[src/rtl/fetch_ctrl.sv]
// Instruction-fetch sequencer: owns the PC, reads the program ROM and hands
// instructions to decode over valid/ready. Optional FETCH_PERF_CNT_EN adds fetch_cnt.
module fetch_ctrl #(
  parameter int ADDR_W   = 5,
  parameter int DATA_W   = 16,
  parameter int PROG_LEN = 16,
  parameter int RESET_PC = 0
) (
  input  logic              clk,
  input  logic              rst,
  input  logic              en,
  output logic              rom_oe,
  output logic [ADDR_W-1:0] rom_addr,
  input  logic [DATA_W-1:0] rom_data,
  output logic [DATA_W-1:0] instr,
  output logic              instr_valid,
  input  logic              instr_ready,
  input  logic              jmp_req,
  input  logic [ADDR_W-1:0] jmp_addr,
  input  logic              halt,
  output logic [ADDR_W-1:0] pc,
  output logic              halted,
  output logic              bad_jmp
`ifdef FETCH_PERF_CNT_EN
  ,
  output logic [15:0]       fetch_cnt
`endif
);

  typedef enum logic [1:0] {IDLE, FETCH, HOLD, HALTED} state_t;

  localparam logic [ADDR_W-1:0] LAST_PC  = ADDR_W'(PROG_LEN - 1);
  localparam logic [ADDR_W-1:0] RST_PC   = ADDR_W'(RESET_PC);
  localparam logic [31:0]       LEN32    = 32'(PROG_LEN);

  state_t              state, state_nxt;
  logic [ADDR_W-1:0]   pc_nxt;
  logic [DATA_W-1:0]   instr_nxt;
  logic                valid_nxt, bad_nxt;
  logic                accept, jmp_ok;

  assign accept   = instr_valid & instr_ready;
  // Unsigned compare at full width so targets above PROG_LEN are caught.
  assign jmp_ok   = 32'(jmp_addr) < LEN32;
  assign rom_oe   = (state == FETCH);
  assign rom_addr = pc;
  assign halted   = (state == HALTED);

  always_comb begin
    state_nxt = state;
    pc_nxt    = pc;
    instr_nxt = instr;
    valid_nxt = instr_valid;
    bad_nxt   = bad_jmp;
    case (state)
      IDLE: if (en) state_nxt = FETCH;
      FETCH: begin
        instr_nxt = rom_data;
        valid_nxt = 1'b1;
        pc_nxt    = (pc == LAST_PC) ? '0 : pc + ADDR_W'(1);
        state_nxt = HOLD;
      end
      HOLD: if (accept) begin
        valid_nxt = 1'b0;
        if (halt) begin
          state_nxt = HALTED;
        end else begin
          if (jmp_req) begin
            if (jmp_ok) pc_nxt = jmp_addr;
            else begin
              pc_nxt  = RST_PC;
              bad_nxt = 1'b1;
            end
          end
          state_nxt = en ? FETCH : IDLE;
        end
      end
      HALTED: ;
      default: state_nxt = IDLE;
    endcase
  end

  always_ff @(posedge clk) begin
    if (rst) begin
      state       <= IDLE;
      pc          <= RST_PC;
      instr       <= '0;
      instr_valid <= 1'b0;
      bad_jmp     <= 1'b0;
    end else begin
      state       <= state_nxt;
      pc          <= pc_nxt;
      instr       <= instr_nxt;
      instr_valid <= valid_nxt;
      bad_jmp     <= bad_nxt;
    end
  end

`ifdef FETCH_PERF_CNT_EN
  // Saturating so long runs never alias back to small counts.
  always_ff @(posedge clk) begin
    if (rst)                              fetch_cnt <= '0;
    else if (accept && fetch_cnt != 16'hFFFF) fetch_cnt <= fetch_cnt + 16'd1;
  end
`endif

endmodule

[config.mk]
export PLATFORM = sky130hd
export DESIGN_NAME = fetch_ctrl
export DESIGN_NICKNAME = d
export VERILOG_FILES = /design/src/rtl/fetch_ctrl.sv
export SDC_FILE = /design/constraint.sdc
export NUM_CORES = 1
export LEC_CHECK = 0
export CORE_UTILIZATION = 42
export CTS_BUF_LIST = sky130_fd_sc_hd__clkbuf_4 sky130_fd_sc_hd__clkbuf_8
export CTS_CLUSTER_SIZE = 10
export DETAILED_ROUTE_END_ITERATION = 6
export GPL_TIMING_DRIVEN = 1
export PLACE_DENSITY = 0.89
export SYNTH_ARGS = -nofsm -noshare
export SYNTH_HDL_FRONTEND = slang
export SYNTH_SLANG_ARGS = --single-unit
export TNS_END_PERCENT = 30
[constraint.sdc]
create_clock -name clk -period 2.1 [get_ports clk]
set_clock_uncertainty 0.2 [all_clocks]
set_input_delay 0.42 -clock clk [delete_from_list [all_inputs] [get_ports clk]]
set_output_delay 0.42 -clock clk [all_outputs]
set_load 0.02 [all_outputs]
==> impl_metrics.csv <==
group,metric,value,unit
outcome,status,"complete, no violations",
logic_synthesis,async_flop_share,0,%
pwr,power_density,726.3,nW/um2
setup_path,cp.depth,1,
timing,finalCritPeriodShare,97.40,%
timing,layout_min_cycle_time,2.045,ns
logic_synthesis,synth_edf_count,0,
die,core_area,2734,um2
logic_synthesis,yosys.area.top_type_share,41.54,%
timing,finalSetupViolations,0,
place,hpwl,2.201,mm
setup_path,cp.buffers_inverters,1,
pwr,irDropWorstVdd,0.5408,mV
logic_synthesis,synth-main-ff-cell,"dfxtp_1",
pwr,p_leak,0.0007030,uW
finish,final_cell_mix,"clkdlybuf4s50_1, dfxtp_1, nor2_1, mux2i_1",
grt,globalRouteOverflowTotal,0,
timing,tightestPinTransition,0.4381,ns
logic_synthesis,yosys.area_share.simple,15.58,%
cts,clk_pin_slew,0.14,ns
logic_synthesis,synth-seq-area-share,41.54,%
setup_path,crit_type,"flip-flop to output pin",
setup_path,crit_family,"buffers and inverters",
finish,utilization,65.86,%
setup_path,end_kind,"output pin",
finish,stdcell_area,1800,um2
finish,multi_input_area,610.6,um2
logic_synthesis,synth.distinct_cells,30,
logic_synthesis,synthAdderAreaFrac,5.192,%
timing,fin_hold_ws,0.3036,ns
grt,grt_util_all_layers,19.30,%
setup_path,crit_required,1.48,ns
cts,clk_latency,0.32,ns
routing,firstDrtPassIters,4,
finish,syn_to_final_growth,49.43,%
finish,layout_commonest_cell,"clkdlybuf4s50_1",
routing,wl_per_cell,13.89,um
job,maxCapViolCount,0,
cts,postCtsSetupRepairBufs,0,
die,ioPinCount,57,
logic_synthesis,synth_area_leaders,"dfxtp_1, mux2i_1, nor2_1",
routing,initialDrtViolationCount,18,
die,num_rows,19,
worst_hold_path,hold-path-cell-count,2,
cts,root_buffer,"clkbuf_4",
timing,tns,0,ns
place,postPlaceCellArea,1774,um2
routing,route.detailed.drc,0,
cts,htreeDepth,1,
logic_synthesis,synth_top_family_by_area,"compound AO/OA/AOI/OAI gates",
routing,num_vias,1057,
routing,antenna_left,0,
finish,nFillCells,227,
die,initial_utilization,44.07,%
routing,via_per_inst,5.131,
setup_path,slowest_delay,0.64,ns
timing,fmax,488.9,MHz
timing,rsz0062_at_grt,"no",
pwr,power,1308,uW
logic_synthesis,synth_top_cell_by_area,"dfxtp_1",
timing,max_slew_margin,70.70,%
logic_synthesis,synth_fp_nets,152,
finish,layout-drive-gt1-share,11.43,%
cts,clock_path_buffers,2,
setup_path,worstRegToRegCells,7,
logic_synthesis,synth_xor_area_share,0,%
grt,grt_pass1_wl,4.740,mm
timing,slew_violations,0,
die,die_width,55.56,um
logic_synthesis,synthCells,120,
worst_hold_path,hold_class,"flip-flop to flip-flop",
setup_path,critPathMaxFanout,6,
setup_path,crit_chain,"clkdlybuf4s50_1",
die,dieArea,3087,um2
logic_synthesis,netlist_area,1205,um2
die,fp.dieH,55.56,um
logic_synthesis,muxShareOfSynthArea,14.12,%
routing,wirelength,2.862,mm
finish,diodes,0,
grt,grt_antenna_before_repair,0,
place,globalplace.congestion,0.7995,
logic_synthesis,yosys_warnings,0,
grt,grt_max_degree,17,
logic_synthesis,synth_compound_area_share,15.78,%
finish,ff_latch_area,501.7,um2
timing,finalHoldViolations,0,
logic_synthesis,syn_avg_cell_area,10.04,um2
cts,cts_tree,"done",
setup_path,crit_slowest_cell,"clkdlybuf4s50_1",
logic_synthesis,synth-seq-cells,25,
cts,numCtsBuffers,3,
cts,clock_sinks,25,
setup_path,arrival,1.43,ns
setup_path,cp-start-kind,"flip-flop",
grt,grt_pass1_vias,1075,
finish,final_nets,208,
place,portBuffers,56,
[repair_timing]
item / CTS / global route
resized for setup: 2 / 1
endpoints found under the setup margin: 2 / 2
hold buffers: 0 / 0
endpoints found under the hold margin: 0 / 0
[power by group]
part / switching (uW) / internal (uW)
registers: 38.6 / 528
logic: 254 / 271
clock network: 144 / 71.3
[cells by family (layout without fill, tap and decap cells)]
kind of cell / count (synthesis) / after routing
buffers and inverters: 16 / 71
multiplexers: 17 / 17
adder cells (fa/ha/maj): 5 / 5
AND/OR/NAND/NOR: 39 / 39
AO/OA/AOI/OAI: 18 / 18
flip-flops: 25 / 25
[metrics by stage]
stage,std cells,worst slack (ns)
6_report,206,0.05453
5_1_grt,206,0.002298
4_1_cts,206,0.006996
3_5_place_dp,202,0.1487
3_3_place_gp,202,0.1862
2_1_floorplan,120,0.3610
[final timing paths]
check	start	to	slack, ns
max	pc[3]	rom_addr[3]	0.05
min reg2reg	bad_jmp	bad_jmp	0.30
min	bad_jmp	bad_jmp	0.30
max reg2reg	state[0]	pc[1]	0.21
[registers in the layout, indices dropped and copies added (netlist names)]
name and count:
instr 16, pc 5, state 2, bad_jmp 1, instr_valid 1
[final cells by class]
class	count	area share (%)
clock buffer	3	1.251
clock inverter	1	0.2780
inverter	5	1.042
multi-input combinational	79	33.91
sequential	25	27.87
tap	31	2.154
timing repair buffer	62	33.50
[Yosys cell counts (2+ instances only)]
library cell / n
nor2_1: 22
nand2b_1: 2
nand3_1: 2
nand2_1: 5
ha_1: 5
a21oi_1: 6
a221oi_2: 2
nor3_1: 2
buf_4: 7
inv_1: 5
clkbuf_1: 3
mux2i_1: 17
dfxtp_1: 25
[worst reg2reg max path, cell delays in order, from the launching register on]
cell and delay, ns:
dfxtp_1 0.41, inv_1 0.09, ha_1 0.31, buf_4 0.20
nor2b_4 0.19, a41oi_4 0.08, a221oi_2 0.23, nor3_1 0.08
[layer usage]
metal | routed length, um | GRT usage [%] | up-vias
met4 | 29 | 7.500 | 0
li1 | - | - | 520
met1 | 1224 | 22.73 | 479
met3 | 196 | 4.918 | 4
met2 | 1411 | 33.39 | 54
met5 | 0 | 0 | -
Power figures use the tool's default switching activity.
==> variant 1, RTL diff (config.mk and constraints unchanged) <==
The 4 states of `state_t` get a one-hot encoding in 4 bits.
--- a/src/rtl/fetch_ctrl.sv
+++ b/src/rtl/fetch_ctrl.sv
@@ -29,3 +29,3 @@
 
-  typedef enum logic [1:0] {IDLE, FETCH, HOLD, HALTED} state_t;
+  typedef enum logic [3:0] {IDLE = 4'b0001, FETCH = 4'b0010, HOLD = 4'b0100, HALTED = 4'b1000} state_t;
 
Function: no difference found for any inputs over 10 cycles, from zero or initial values and one cycle with rst high; not proved beyond that.
==> variant 1 against the original RTL <==
Core utilization increased by 0.90 points; sequential cell count rose by 2; final area increased by 3.1%; setup slack worse by 0.019 ns; critical path depth rose by 3; area after synthesis up 3.9%; wire length up 9.5%; critical path type unchanged.
Power is not compared: it rests on default switching activity, and its combinational part moved more than twofold at a synthesized area within 25%.
==> variant 1: results (changes against the original RTL) <==
| Metric | Value |
|---|---|
| Outcome | `finished, final reports clean (unchanged)` |
| Worst setup path start | `state[1] (was pc[3])` |
| # placed instances | `233 (was 202)` |
| GRT Util Overall | `20.1% (was 19.3%)` |
| Dpl cell area | `0.00182 mm2 (was 0.00177 mm2)` |
| Fraction of area in registers | `29.2% (was 27.9%)` |
| Largest registers | `instr (16), pc (5), state (4) (was instr (16), pc (5), state (2))` |
| Biggest cell delay along the critical path | `0.40 ns (was 0.64 ns)` |
| Clock Pin Slew Worst Setup and Hold Paths | `0.16 ns (was 0.14 ns)` |
| Standby leakage power | `0.000687 uW` |
| Final #Nets | `235 (was 208)` |
| GRT met2 Usage | `35.6% (was 33.4%)` |
| Yosys cell types | `37 (was 30)` |
| Met1 usage | `25.3% (was 22.7%)` |
| Met3 Usage GRT | `3.69% (was 4.92%)` |
| Clk cell area share | `1.62% (was 1.53%)` |
| DR vias/cell | `5.27 (was 5.13)` |
| CP max FO | `4 (was 6)` |
| First-pass GRT wire length | `5.21 mm (was 4.74 mm)` |
| Die area | `0.00320 mm2 (was 0.00309 mm2)` |
| GPL Wtd Cong | `0.807 (was 0.800)` |
| Mapped Avg Cell Area | `8.24 um2 (was 10.0 um2)` |
| CP max-delay cell | `dfxtp_1 (was clkdlybuf4s50_1)` |
| DRT met1 WL | `1.33 mm (was 1.22 mm)` |
| Number of fill cells | `240 (was 227)` |
| Comb_multi_in | `106 (was 79)` |
| Worst hold margin | `0.263 ns (was 0.304 ns)` |
| Worst setup path endpoint | `halted (was rom_addr[3])` |
| Fraction of area in multi-input gates | `32.4% (was 33.9%)` |
| Worst reg-to-reg path cell count | `5 (was 7)` |
| Area occupied by multi-input gates | `602 um2 (was 611 um2)` |
| Drt initial violations | `52 (was 18)` |
| Synth area leaders | `dfxtp_1 43%, nand2_1 11%, a21oi_1 9.6%, buf_4 4.8%, nor2_1 2.1% (was dfxtp_1 42%, mux2i_1 14%, nor2_1 6.9%, ha_1 5.2%, buf_4 4.4%)` |
| Syn Nets | `180 (was 152)` |
| Vias | `1,248 (was 1,057)` |
| Tightest Pin Transition | `0.379 ns (was 0.438 ns)` |
| Dpl ws | `0.0202 ns (was 0.149 ns)` |
| Post-Route WL | `3.13 mm (was 2.86 mm)` |
| DP HPWL | `2.31 mm (was 2.20 mm)` |
| Sequential-to-total area share from yosys stat | `43.2% (was 41.5%)` |
| Setup Fix Bufs, Post-CTS | `0 (unchanged)` |
| Routed wl met3 | `218 um (was 196 um)` |
| Post-synth top cells | `37 x nand2_1, 27 x dfxtp_1, 24 x a21oi_1 (was 25 x dfxtp_1, 22 x nor2_1, 17 x mux2i_1)` |
| Drt pass-1 iters | `4 (unchanged)` |
| Signal buf overhead | `33.6% (was 33.5%)` |
| Final Cycle Share | `98.3% (was 97.4%)` |
| Non-clk bufs | `64 (was 62)` |
variant 1: cell count changes after synthesis, moves of 3 or more:
cell | unedited run | this run
mux2i_1 | 17 | 1
nand2_1 | 5 | 37
nor2_1 | 22 | 7
o21ai_1 | 0 | 3
ha_1 | 5 | 1
a21oi_1 | 6 | 24
variant 1: worst max-delay path, delay by kind of cell, from the launching register on:
family	cells	cell delay, ns
buffers and inverters	2	0.38
DFF	1	0.40
and+or+nand+nor	2	0.33
variant 1: cells by family after synthesis:
family | Yosys count | synth area share [%]
simple gates | 66 | 28.6
compound gates | 38 | 17.7
flops | 27 | 43.2
buf+inv | 19 | 8.79
mux | 1 | 0.799
fa+ha+maj | 1 | 0.999
variant 1: power groups by stage:
stage                     logic, uW  clock network [uW]  registers (uW)
after CTS                       168                 243             541
after detailed placement        167                   0             552
after global routing            180                 265             544
after global placement          163                   0             551
final                           167                 240             541
after floorplan                72.5                   0             559
variant 1: repair_timing:
item	CTS	global route
endpoints found under the setup margin	2	6
hold buffers	0	0
resized for setup	2	5
==> variant 2, RTL diff (same settings) <==
Made on the original files. Add a define of `FETCH_PERF_CNT_EN`.
--- a/src/rtl/fetch_ctrl.sv
+++ b/src/rtl/fetch_ctrl.sv
@@ -2,2 +2,4 @@
 // instructions to decode over valid/ready. Optional FETCH_PERF_CNT_EN adds fetch_cnt.
+`define FETCH_PERF_CNT_EN
+
 module fetch_ctrl #(
Behaviour (old outputs only; new: fetch_cnt): unchanged (equiv_simple and equiv_induct, registers matched by name and starting in step).
==> variant 2 against the original RTL <==
Area after synthesis rose by 58%; setup slack lost 0.040 ns; clock power grew to 2.6 times the old value; wire length is 66% higher; total power up 52%; core utilization rose by 0.84 points; die area grew 56%; via count up 79%; sequential cell count increased by 16; register-to-register slack worse by 0.12 ns; final area increased by 61%; worst hold slack got worse by 0.025 ns.
==> variant 2: results (changes against the original RTL) <==
| Metric | Value |
|---|---|
| PD cells | `685 mW/mm2 (was 726 mW/mm2)` |
| Psw | `570 uW (was 437 uW)` |
| Post-Route WL | `4.76 mm (was 2.86 mm)` |
| Flop2flop setup slack | `0.09 ns (was 0.21 ns)` |
| Worst hold start | `fetch_cnt[8] (was bad_jmp)` |
| Outcome | `finished, final reports clean (unchanged)` |
| Standby leakage power | `0.00114 uW (was 0.000703 uW)` |
| Worst setup path start | `instr_ready (was pc[3])` |
| Dpl ws | `-0.464 ns (was 0.149 ns)` |
| Number of fill cells | `366 (was 227)` |
| Met3 Usage GRT | `6.98% (was 4.92%)` |
| Routed wl met3 | `290 um (was 196 um)` |
| Clk root buf | `clkbuf_8 (was clkbuf_4)` |
| Worst reg-to-reg path cell count | `4 (was 7)` |
| Crit path max-delay family | `simple AND/OR/NAND/NOR gates (was buffers and inverters)` |
| Dpl cell area | `0.00279 mm2 (was 0.00177 mm2)` |
| CP max FO | `7 (was 6)` |
| Clock latency on the worst-skew pair | `0.29 ns (was 0.32 ns)` |
| CTS H-tree depth | `2 (was 1)` |
| Yosys cell types | `46 (was 30)` |
| Worst hold margin | `0.278 ns (was 0.304 ns)` |
| Max-slew headroom | `61.1% (was 70.7%)` |
| Drt initial violations | `84 (was 18)` |
| GPL Wtd Cong | `0.768 (was 0.800)` |
| Detail Route met2 WL | `2.52 mm (was 1.41 mm)` |
| Hold Path Depth | `1 (was 2)` |
| Final #Nets | `333 (was 208)` |
| Worst Hold End | `fetch_cnt[8] (was bad_jmp)` |
| Seq. pwr | `887 uW (was 567 uW)` |
| Syn Nets | `247 (was 152)` |
| First-pass GRT wire length | `8.25 mm (was 4.74 mm)` |
| Mapped Avg Cell Area | `8.91 um2 (was 10.0 um2)` |
| Proportion of layout cells with a drive suffix above 1 | `14.6% (was 11.4%)` |
| DR vias/cell | `5.37 (was 5.13)` |
| GRT Util Overall | `21.1% (was 19.3%)` |
| R2r startpoint | `fetch_cnt[1] (was state[0])` |
| Post-synth top cells | `41 x dfxtp_1, 26 x nor2_1, 17 x mux2i_1 (was 25 x dfxtp_1, 22 x nor2_1, 17 x mux2i_1)` |
| DP HPWL | `3.57 mm (was 2.20 mm)` |
| Met1 usage | `22.7% (about the same)` |
| I/O Buffers | `72 (was 56)` |
| Maximum VDD drop | `0.467 mV (was 0.541 mV)` |
| Sequential-to-total area share from yosys stat | `43.0% (was 41.5%)` |
| Clock Pin Slew Worst Setup and Hold Paths | `0.07 ns (was 0.14 ns)` |
## variant 2: changes by cell type in the layout (fill, tap and decap cells not counted), sizes merged, moves of 6 or more
cell / change
nor3: +7
clkdlybuf4s50: +15
or4: +6
a21oi: +9
buf: +15
dfxtp: +16
nand3: +6
## variant 2: cell type report
| type | count | share of cell area, % |
|---|---|---|
| multi-input cells | 151 | 34.4 |
| well taps | 52 | 2.24 |
| clock inverters | 1 | 0.172 |
| repair buffers | 93 | 30.2 |
| flip-flops and latches | 41 | 28.6 |
| clock buffers | 7 | 3.32 |
| inverters | 8 | 1.03 |
## variant 2: kinds of logic after synthesis
kind of cell    share of synthesized area [%]
compound gates                           15.0
xor+xnor                                0.459
fa+ha+maj                                3.94
buf+inv                                  5.38
flops                                    43.0
mux                                      8.92
simple gates                             23.2
## variant 2: worst register-to-register path, stage by stage (launching register included)
cell,delay (ns)
dfxtp_1,0.40
nand2_1,0.11
or4_4,0.58
or4_1,0.48
a21oi_1,0.16
